**src/rtl/uart_pkg.sv**
```systemverilog
// uart_pkg: FSM state type and default configuration constants shared by the
// UART transmit feeder and its FIFO.
package uart_pkg;

  localparam int DEFAULT_DEPTH       = 16;
  localparam int DEFAULT_ACK_TIMEOUT = 15;

  typedef enum logic [2:0] {
    IDLE,
    LOAD,
    ISSUE,
    WAIT_ACK,
    WAIT_DONE
  } tx_state_e;

endpackage

```
**src/rtl/uart_sync_fifo.sv**
```systemverilog
// uart_sync_fifo: single-clock byte FIFO with registered full/empty/count.
// DEPTH must be a power of two so the pointers wrap by natural overflow.
module uart_sync_fifo
  import uart_pkg::*;
#(
  parameter int DEPTH = DEFAULT_DEPTH
) (
  input  logic                   clk,
  input  logic                   reset,
  input  logic                   push,
  input  logic [7:0]             wr_data,
  input  logic                   pop,
  output logic [7:0]             rd_data,
  output logic                   full,
  output logic                   empty,
  output logic [$clog2(DEPTH):0] count
);

  localparam int AW = $clog2(DEPTH);
  localparam int CW = AW + 1;

  logic [7:0]    mem_q [DEPTH];
  logic [AW-1:0] wr_ptr_q, wr_ptr_d;
  logic [AW-1:0] rd_ptr_q, rd_ptr_d;
  logic [CW-1:0] count_q, count_d;
  logic          full_q, empty_q;
  logic          push_ok, pop_ok;

  // Full and empty are the registered flags, so a write against a full FIFO
  // is refused even when the head leaves in the same cycle.
  assign push_ok = push && !full_q;
  assign pop_ok  = pop && !empty_q;

  // Next pointers and occupancy from the accepted push/pop pair
  always_comb begin
    // NOTE: every variable gets a default first so no path leaves it unassigned and no latch is inferred.
    wr_ptr_d = wr_ptr_q;
    rd_ptr_d = rd_ptr_q;
    count_d  = count_q;
    if (push_ok) wr_ptr_d = wr_ptr_q + AW'(1);
    if (pop_ok)  rd_ptr_d = rd_ptr_q + AW'(1);
    case ({push_ok, pop_ok})
      2'b10:   count_d = count_q + CW'(1);
      2'b01:   count_d = count_q - CW'(1);
      default: count_d = count_q;
    endcase
  end

  // Pointer, occupancy and flag registers; flags derive from the same next count
  always_ff @(posedge clk) begin
    // NOTE: sequential state uses non-blocking assignments so every register samples pre-edge values.
    if (reset) begin
      wr_ptr_q <= '0;
      rd_ptr_q <= '0;
      count_q  <= '0;
      full_q   <= 1'b0;
      empty_q  <= 1'b1;
    end else begin
      wr_ptr_q <= wr_ptr_d;
      rd_ptr_q <= rd_ptr_d;
      count_q  <= count_d;
      full_q   <= (count_d == CW'(DEPTH));
      empty_q  <= (count_d == '0);
    end
  end

  // Byte storage written at the tail
  always_ff @(posedge clk) begin
    // NOTE: the storage array has no reset; occupancy gates every read, so stale bytes are never seen.
    if (push_ok) mem_q[wr_ptr_q] <= wr_data;
  end

  assign rd_data = mem_q[rd_ptr_q];
  assign full    = full_q;
  assign empty   = empty_q;
  assign count   = count_q;

endmodule

```
**src/rtl/uart_tx_feeder.sv**
```systemverilog
// uart_tx_feeder: buffers host bytes in a FIFO and hands them one at a time
// to a UART transmitter using a write pulse / busy handshake, re-pulsing if
// the transmitter never raises busy within ACK_TIMEOUT cycles.
// Optional feature: define UART_TX_FEEDER_OVF_CNT_EN to add the saturating
// dropped-write counter output ovf_count.
module uart_tx_feeder
  import uart_pkg::*;
#(
  parameter int DEPTH       = DEFAULT_DEPTH,
  parameter int ACK_TIMEOUT = DEFAULT_ACK_TIMEOUT
) (
  input  logic                   clk,
  input  logic                   reset,
  input  logic [7:0]             wr_data,
  input  logic                   wr_en,
  input  logic                   tx_busy,
  output logic [7:0]             tx_data,
  output logic                   tx_wr,
  output logic                   full,
  output logic                   empty,
  output logic [$clog2(DEPTH):0] count,
  output logic                   overflow
`ifdef UART_TX_FEEDER_OVF_CNT_EN
  ,
  output logic [7:0]             ovf_count
`endif
);

  localparam int TW = (ACK_TIMEOUT < 1) ? 1 : $clog2(ACK_TIMEOUT + 1);

  tx_state_e     state_q, state_d;
  logic [TW-1:0] timer_q, timer_d;
  logic [7:0]    tx_data_q, tx_data_d;
  logic          overflow_q;
  logic          fifo_pop;
  logic [7:0]    fifo_rd_data;

  uart_sync_fifo #(
    .DEPTH(DEPTH)
  ) u_fifo (
    .clk    (clk),
    .reset  (reset),
    .push   (wr_en),
    .wr_data(wr_data),
    .pop    (fifo_pop),
    .rd_data(fifo_rd_data),
    .full   (full),
    .empty  (empty),
    .count  (count)
  );

  // Handshake FSM: next state, timer, head capture and write pulse
  always_comb begin
    state_d   = state_q;
    timer_d   = timer_q;
    tx_data_d = tx_data_q;
    fifo_pop  = 1'b0;
    tx_wr     = 1'b0;
    case (state_q)
      IDLE: begin
        if (!empty && !tx_busy) state_d = LOAD;
      end
      LOAD: begin
        fifo_pop  = 1'b1;
        tx_data_d = fifo_rd_data;
        state_d   = ISSUE;
      end
      ISSUE: begin
        tx_wr   = 1'b1;
        timer_d = '0;
        state_d = WAIT_ACK;
      end
      WAIT_ACK: begin
        // An acknowledge wins over a timeout landing in the same cycle.
        if (tx_busy) begin
          state_d = WAIT_DONE;
        end else if (timer_q == TW'(ACK_TIMEOUT)) begin
          state_d = ISSUE;
        end else begin
          timer_d = timer_q + TW'(1);
        end
      end
      WAIT_DONE: begin
        if (!tx_busy) state_d = IDLE;
      end
      default: state_d = IDLE;
    endcase
  end

  // FSM, timer, presented byte and overflow pulse registers
  always_ff @(posedge clk) begin
    if (reset) begin
      state_q    <= IDLE;
      timer_q    <= '0;
      tx_data_q  <= 8'h00;
      overflow_q <= 1'b0;
    end else begin
      state_q    <= state_d;
      timer_q    <= timer_d;
      tx_data_q  <= tx_data_d;
      overflow_q <= wr_en && full;
    end
  end

  assign tx_data  = tx_data_q;
  assign overflow = overflow_q;

`ifdef UART_TX_FEEDER_OVF_CNT_EN
  logic [7:0] ovf_count_q;

  // Dropped-write counter, saturating at 8'hFF
  always_ff @(posedge clk) begin
    if (reset) begin
      ovf_count_q <= 8'h00;
    end else if (wr_en && full && (ovf_count_q != 8'hFF)) begin
      ovf_count_q <= ovf_count_q + 8'h01;
    end
  end

  assign ovf_count = ovf_count_q;
`endif

endmodule
```
**config.mk**
```make
export PLATFORM = sky130hd
export DESIGN_NAME = uart_tx_feeder
export DESIGN_NICKNAME = d
export VERILOG_FILES = /design/src/rtl/uart_pkg.sv /design/src/rtl/uart_sync_fifo.sv /design/src/rtl/uart_tx_feeder.sv
export SDC_FILE = /design/constraint.sdc
export NUM_CORES = 1
export LEC_CHECK = 0
export BUFFER_PORTS_ARGS = -buffer_cell sky130_fd_sc_hd__buf_2
export CELL_PAD_IN_SITES_DETAIL_PLACEMENT = 1
export CELL_PAD_IN_SITES_GLOBAL_PLACEMENT = 1
export CORE_MARGIN = 2
export CORE_UTILIZATION = 40
export CTS_BUF_LIST = sky130_fd_sc_hd__clkbuf_4
export DETAILED_ROUTE_END_ITERATION = 10
export GPL_TIMING_DRIVEN = 0
export HOLD_SLACK_MARGIN = 0.05
export PLACE_DENSITY = 0.61
export REMOVE_ABC_BUFFERS = 1
export SETUP_SLACK_MARGIN = 0.15
export SYNTH_ARGS = -nofsm -noshare
export SYNTH_HDL_FRONTEND = slang
export SYNTH_SLANG_ARGS = --single-unit
```
**constraint.sdc**
```tcl
create_clock -name clk -period 2.7 [get_ports clk]
set_input_delay 0.405 -clock clk [delete_from_list [all_inputs] [get_ports clk]]
set_output_delay 0.405 -clock clk [all_outputs]
set_load 0.01 [all_outputs]
```
==> flow_summary.toml, run 1 <==
[status]
result_of_the_run = "finished clean"

[cts]
cts_tree = "yes"
number_of_buffers_added_by_the_clock_tree_synthesis_step = 17
worstSkewPairLatency_ns = 0.56
clk_pin_slew_ns = 0.13
cts_num_sinks = 159
ctsHtreeMaxLevel = 4
clock-root-buffer = "sky130_fd_sc_hd__clkbuf_4"
deepest_clock_path_buffer_count = 2

[floorplanning]
die_w_um = 131
coreArea_mm2 = 0.0158
die_footprint_mm2 = 0.0170
row_count = 46
floorplan.die.height_um = 131
start_util_pct = 40.6
pin_count = 29

[synth]
ys_seq_elements = 159
yosysTopAreaCellShare_pct = 60.0
yosys_warnings = 0
synth.lib_cells_used.distinct = 39
synth_enable_flop_cells = 128
postSynth.asyncResetShare_pct = 0
synth.cells.most_frequent = "sky130_fd_sc_hd__edfxtp_1, sky130_fd_sc_hd__mux4_2, sky130_fd_sc_hd__nor2_1"
synthesis.area_mm2 = 0.00641
synth_top_area_cell = "sky130_fd_sc_hd__edfxtp_1"
syn_inst = 377
synthTopCellsByArea = "sky130_fd_sc_hd__edfxtp_1, sky130_fd_sc_hd__mux4_2, sky130_fd_sc_hd__dfxtp_1, sky130_fd_sc_hd__nor2_1, sky130_fd_sc_hd__nand2_1"
ys.flop_type = "sky130_fd_sc_hd__edfxtp_1"
synthMostInstantiatedCell = "sky130_fd_sc_hd__edfxtp_1"
synth_sequential_area_ratio_pct = 69.7
syn-mean-instance-area_um2 = 17.0

[drt]
dr_total_vias = 3279
avgRoutedWirePerCell_um = 20.0
drcViolationCount = 0
drt_iter0_drc = 217
routed_via_density = 5.12
final_wl_mm = 12.8
detailedRoute.firstPassIterationCount = 5
detail-route-antenna-nets = 0

[power]
power_report.internal_total_mw = 3.33
total_switching_power_mw = 1.14
comb_power_share_pct = 7.1
power-per-cell-area_mw_per_mm2 = 630
power.share.sequential_pct = 61.5
vdd_drop_max_v = 0.000544
switching_share_pct = 25.5
p_leak_nw = 2.31
report.power.total_mw = 4.47
clock_power_share_pct = 31.4

[sta]
fin_skew_ns = 0.0240
fin_tns_setup_ns = 0
final-hold-violation-count = 0
setup_viol_count_final = 0
min_period_over_period_pct = 88.4
achievable-frequency_mhz = 419
slew_headroom_pct = 17.1
grt_setup_unrepaired = "no"
worstMarginPinSlew_ns = 1.23
drv_slew = 0
min_period_ns = 2.39

[final_layout]
final_core_utilization_pct = 45.0
nNetsFinal = 431
multiInputGateArea_mm2 = 0.00183
area_growth_syn_to_layout_pct = 10.7
n_fill_cell = 1598
final_layout_size_suffix_gt1_share_pct = 28.8
layout.cell_area.non_filler_mm2 = 0.00709
ff_latch_area_mm2 = 0.00447

[grt]
grt_max_degree = 30
grt.overflow.total = 0
grt_antenna_before_repair = 1
grt_pass1_wl_mm = 20.2
via_count_of_the_first_global_routing_pass = 3442
global_route.usage.total_pct = 16.6

[worst_setup_path]
worstSetupEndpointType = "register"
crit_path_cell_trace = "nor4b_4 > buf_4 > ha_2 > nor2_1 > a311oi_1 > a31oi_1 > xnor2_1 > mux2i_1 > nor4bb_2"
worst-endpoint-arrival_ns = 2.85
worstPathRequired_ns = 3.16
cpPeakStageDelay_ns = 0.46
worst-path-max-fanout = 9
reg2reg_depth = 9
worstSetupStartpointType = "register"
slowest_stage = "sky130_fd_sc_hd__dfxtp_1"
worstSetupPathType = "register to register"

[place]
placement.cell_area_mm2 = 0.00677
port_buffers = 28
finalWeightedCongestion = 0.707
detailed_place_hpwl_mm = 8.54

[hold_path]
hold_path.class = "input pin to register"
timing.hold.worst_path_depth = 2

[flow_run]
max_cap_viol_count = 0
layout by cell type (no fill, tap or decap), types with 7 or more instances in the layout:
| cell | synthesis | routed |
|---|---|---|
| sky130_fd_sc_hd__xor2_1 | 9 | 9 |
| sky130_fd_sc_hd__dfxtp_1 | 31 | 27 |
| sky130_fd_sc_hd__ha_1 | 9 | 8 |
| sky130_fd_sc_hd__inv_6 | 0 | 7 |
| sky130_fd_sc_hd__buf_2 | 6 | 29 |
| sky130_fd_sc_hd__mux4_2 | 40 | 40 |
| sky130_fd_sc_hd__clkbuf_4 | 0 | 17 |
| sky130_fd_sc_hd__nand2_1 | 32 | 32 |
| sky130_fd_sc_hd__nor2_1 | 39 | 39 |
| sky130_fd_sc_hd__edfxtp_1 | 128 | 128 |
| sky130_fd_sc_hd__a21oi_1 | 16 | 16 |
power groups by stage:
stage	Clock, mW	Combinational [mW]	Sequential [mW]
after floorplan	0	0.181	2.81
after global placement	0	0.288	2.81
after detailed placement	0	0.311	2.81
after CTS	1.45	0.317	2.75
after global routing	1.55	0.355	2.76
final	1.41	0.316	2.75
routing by layer:
layer | track usage [%] | part of all wire (%)
met4 | 4.51 | 0.91
met3 | 4.28 | 3.2
met1 | 22.5 | 47
met5 | 0 | 0
met2 | 26.9 | 49
sequential cells by signal, indices dropped and copies added, names as in the netlist:
signal and cells:
tx_data 8, u_fifo.count 5, timer_q 4, u_fifo.rd_ptr_q 4, u_fifo.full 1, u_fifo.wr_ptr_q 4
state_q 3, u_fifo.mem_q 128, u_fifo.empty 1, overflow 1
cells by family after synthesis:
kind of cell	Yosys count	share of synthesized area [%]
XOR/XNOR	15	2.05
flip-flops	159	69.7
AND/OR/NAND/NOR	93	7.13
adder cells (fa/ha/maj)	9	1.76
multiplexers	42	14.4
AO/OA/AOI/OAI	31	3.01
buffers and inverters	28	1.99
area by class of cell:
| cell class | instances | area share, % |
|---|---|---|
| Multi-Input combinational cell | 190 | 25.8 |
| Tap cell | 216 | 3.81 |
| Inverter | 6 | 0.317 |
| Clock inverter | 15 | 2.08 |
| Antenna cell | 1 | 0.0353 |
| Clock buffer | 17 | 1.80 |
| Sequential cell | 159 | 63.0 |
| Timing Repair Buffer | 36 | 3.17 |
worst paths after layout:
path         slack, ns       start           to
min               0.15     tx_busy   state_q[2]
max               0.31  state_q[2]  u_fifo.full
min reg2reg       0.47  tx_data[5]   tx_data[5]
max reg2reg       0.31  state_q[2]  u_fifo.full
worst max-delay path: cells and delay by family, from the launching register on:
family	cells	cell delay (ns)
buf+inv	1	0.18
compound gates	2	0.43
xor+xnor	1	0.14
fa+ha+maj	1	0.25
flops	1	0.46
simple gates	3	0.62
mux	1	0.22
through the flow:
| stage | hold slack [ns] | instances | setup WS, ns |
|---|---|---|---|
| global route | 0.109 | 640 | 0.154 |
| floorplan | 0.473 | 355 | -0.149 |
| CTS | 0.103 | 638 | 0.238 |
| global placement | 0.436 | 599 | -0.984 |
| detailed placement | 0.455 | 603 | -0.156 |
| finish | 0.152 | 640 | 0.314 |
what timing repair did:
item                                    in CTS  in global routing
pin swaps                                    1                  0
resized for setup                            1                  5
endpoints found under the setup margin      12                  3
hold buffers                                 1                  0
hold endpoints to repair                     1                  0
setup buffers                                2                  0
Note: power is estimated with default switching activity, not from simulation.
==> run 2: changes to the inputs <==
--- a/config.mk
+++ b/config.mk
@@ -8,6 +8,7 @@
 export BUFFER_PORTS_ARGS = -buffer_cell sky130_fd_sc_hd__buf_2
 export CELL_PAD_IN_SITES_DETAIL_PLACEMENT = 1
 export CELL_PAD_IN_SITES_GLOBAL_PLACEMENT = 1
+export CORE_ASPECT_RATIO = 1.25
 export CORE_MARGIN = 2
 export CORE_UTILIZATION = 40
 export CTS_BUF_LIST = sky130_fd_sc_hd__clkbuf_4
==> run 2 against run 1 <==
Against the previous run: power increased by 2.1%; critical path depth unchanged; die area about the same; sequential share of layout area shrank 0.29 points; wire length fell by 4.4%; clock power is 6% higher; fmax is 0.70% lower; count of clock-buffer cells in the layout unchanged; critical path type unchanged; largest cell class unchanged; highest routed layer unchanged.
==> flow_summary.toml, run 2 (synthesis gave the netlist of run 1 again) <==
[floorplanning]
floorplan.die.height_um = 145
coreArea_mm2 = 0.0156
start_util_pct = 41.0
die_footprint_mm2 = 0.0171
row_count = 51
pin_count = 29
die_w_um = 117

[place]
dp_worst_setup_slack_ns = -0.171
placement.cell_area_mm2 = 0.00676
detailed_place_hpwl_mm = 8.43
finalWeightedCongestion = 0.743
port_buffers = 28

[sta]
achievable-frequency_mhz = 416
postLayoutSetupSlackWorst_ns = 0.297
slew_headroom_pct = 13.7
final-hold-violation-count = 0
drv_slew = 0
fin_tns_setup_ns = 0
min_period_over_period_pct = 89.0
worstMarginPinSlew_ns = 1.29
setup_viol_count_final = 0
grt_setup_unrepaired = "no"
timing.hold.ws_ns = 0.126
min_period_ns = 2.40
fin_skew_ns = 0.0169

[power]
power-per-cell-area_mw_per_mm2 = 640
p_leak_nw = 2.32
vdd_drop_max_v = 0.000270

[worst_setup_path]
worst-endpoint-arrival_ns = 2.88
worstSetupStartpointType = "register"
worst-path-max-fanout = 9
slowest_stage = "sky130_fd_sc_hd__dfxtp_2"
worst-path-buf-inv = 1
worstSetupPathType = "register to register"
cp_top_delay_family = "simple AND/OR/NAND/NOR gates"
crit_path_cell_trace = "nor4b_4 > buf_4 > ha_2 > nor2_1 > a311oi_1 > a31oi_1 > xnor2_1 > mux2i_1 > nor4bb_2"
worstPathRequired_ns = 3.18
worstSetupEndpointType = "register"
cpPeakStageDelay_ns = 0.41
ff2ff_setup_slack_ns = 0.30

[cts]
number_of_buffers_added_by_the_clock_tree_synthesis_step = 17
cts_tree = "yes"
ctsHtreeMaxLevel = 4
worstSkewPairLatency_ns = 0.56
deepest_clock_path_buffer_count = 2
clk_pin_slew_ns = 0.13
cts_num_sinks = 159
clock-root-buffer = "sky130_fd_sc_hd__clkbuf_4"

[final_layout]
register_containing_the_most_flip_flops_in_the_final_layout = "u_fifo.mem_q"
final_common_cell = "sky130_fd_sc_hd__edfxtp_1"
n_fill_cell = 1546
layout.cell_area.non_filler_mm2 = 0.00713
final_cell_mix = "sky130_fd_sc_hd__edfxtp_1, sky130_fd_sc_hd__mux4_2, sky130_fd_sc_hd__nor2_1, sky130_fd_sc_hd__nand2_1, sky130_fd_sc_hd__buf_2"
nNetsFinal = 430
largest_register_ff_count = 128
final_layout_size_suffix_gt1_share_pct = 29.1
area_growth_syn_to_layout_pct = 11.3

[grt]
global_route.usage.total_pct = 15.6
gr-usage-met3_pct = 3.50
grt.overflow.total = 0
grt_pass1_wl_mm = 19.3
via_count_of_the_first_global_routing_pass = 3501
grt_max_degree = 30
grt_antenna_before_repair = 1
met2_usage_pct = 26.4
globalRoute.busiestLayer = "met2"
gr-usage-met1_pct = 19.0

[drt]
routed_via_density = 5.06
detail-route-antenna-nets = 0
drt_iter0_drc = 204
avgRoutedWirePerCell_um = 19.2
detailedRoute.firstPassIterationCount = 4
drcViolationCount = 0
dr_total_vias = 3215
final_wl_mm = 12.2

[flow_run]
max_cap_viol_count = 0

[status]
result_of_the_run = "finished clean"

[hold_path]
hold_path.class = "input pin to register"
==> run 2: cell types whose count changed in the layout (fill, tap and decap cells not counted), sizes merged <==
cell,delta
clkinv,+1
buf,-2
clkbuf,+1
clkinvlp,+1
bufinv,+1
inv,-3
==> run 2: layer usage <==
layer  wire length, um  part of all wire, %
met1              5160                   42
met3               326                  2.7
met4               234                  1.9
met5                 0                    0
met2              6480                   53
==> run 2: what timing repair did <==
action	CTS	global route
resized for setup	1	6
hold endpoints to repair	1	0
endpoints found under the setup margin	36	2
setup buffers	3	0
pin swaps	0	0
hold buffers	1	0
==> run 2: final cells by class <==
cell class,count,area (um2),share of cell area (%)
Sequential cell,159,4470,62.7
Inverter,6,22.5,0.316
Clock buffer,17,128,1.79
Timing Repair Buffer,35,228,3.19
Tap cell,212,265,3.72
Antenna cell,1,2.50,0.0351
Clock inverter,15,174,2.44
Multi-Input combinational cell,190,1840,25.8
==> run 2: power breakdown <==
group,total (mW),switching [mW],internal [mW]
Combinational,0.318,0.174,0.145
Clock,1.50,0.919,0.580
Sequential,2.75,0.0530,2.69
==> run 2: final timing paths <==
path / from / endpoint / depth (start not counted)
setup / recovery: state_q[2] / u_fifo.full / 9
hold reg to reg: tx_data[7] / tx_data[7] / 2
setup reg to reg: state_q[2] / u_fifo.full / 9
hold / removal: tx_busy / state_q[2] / 2
==> run 2: stage by stage <==
step                instances  utilization (%)  power [mW]
CTS                       633             45.4        4.61
finish                    635             45.6        4.56
global route              635             45.6        4.74
detailed placement        597             43.2        3.11
floorplan                 355                -        2.99
global placement          595             42.9        3.10
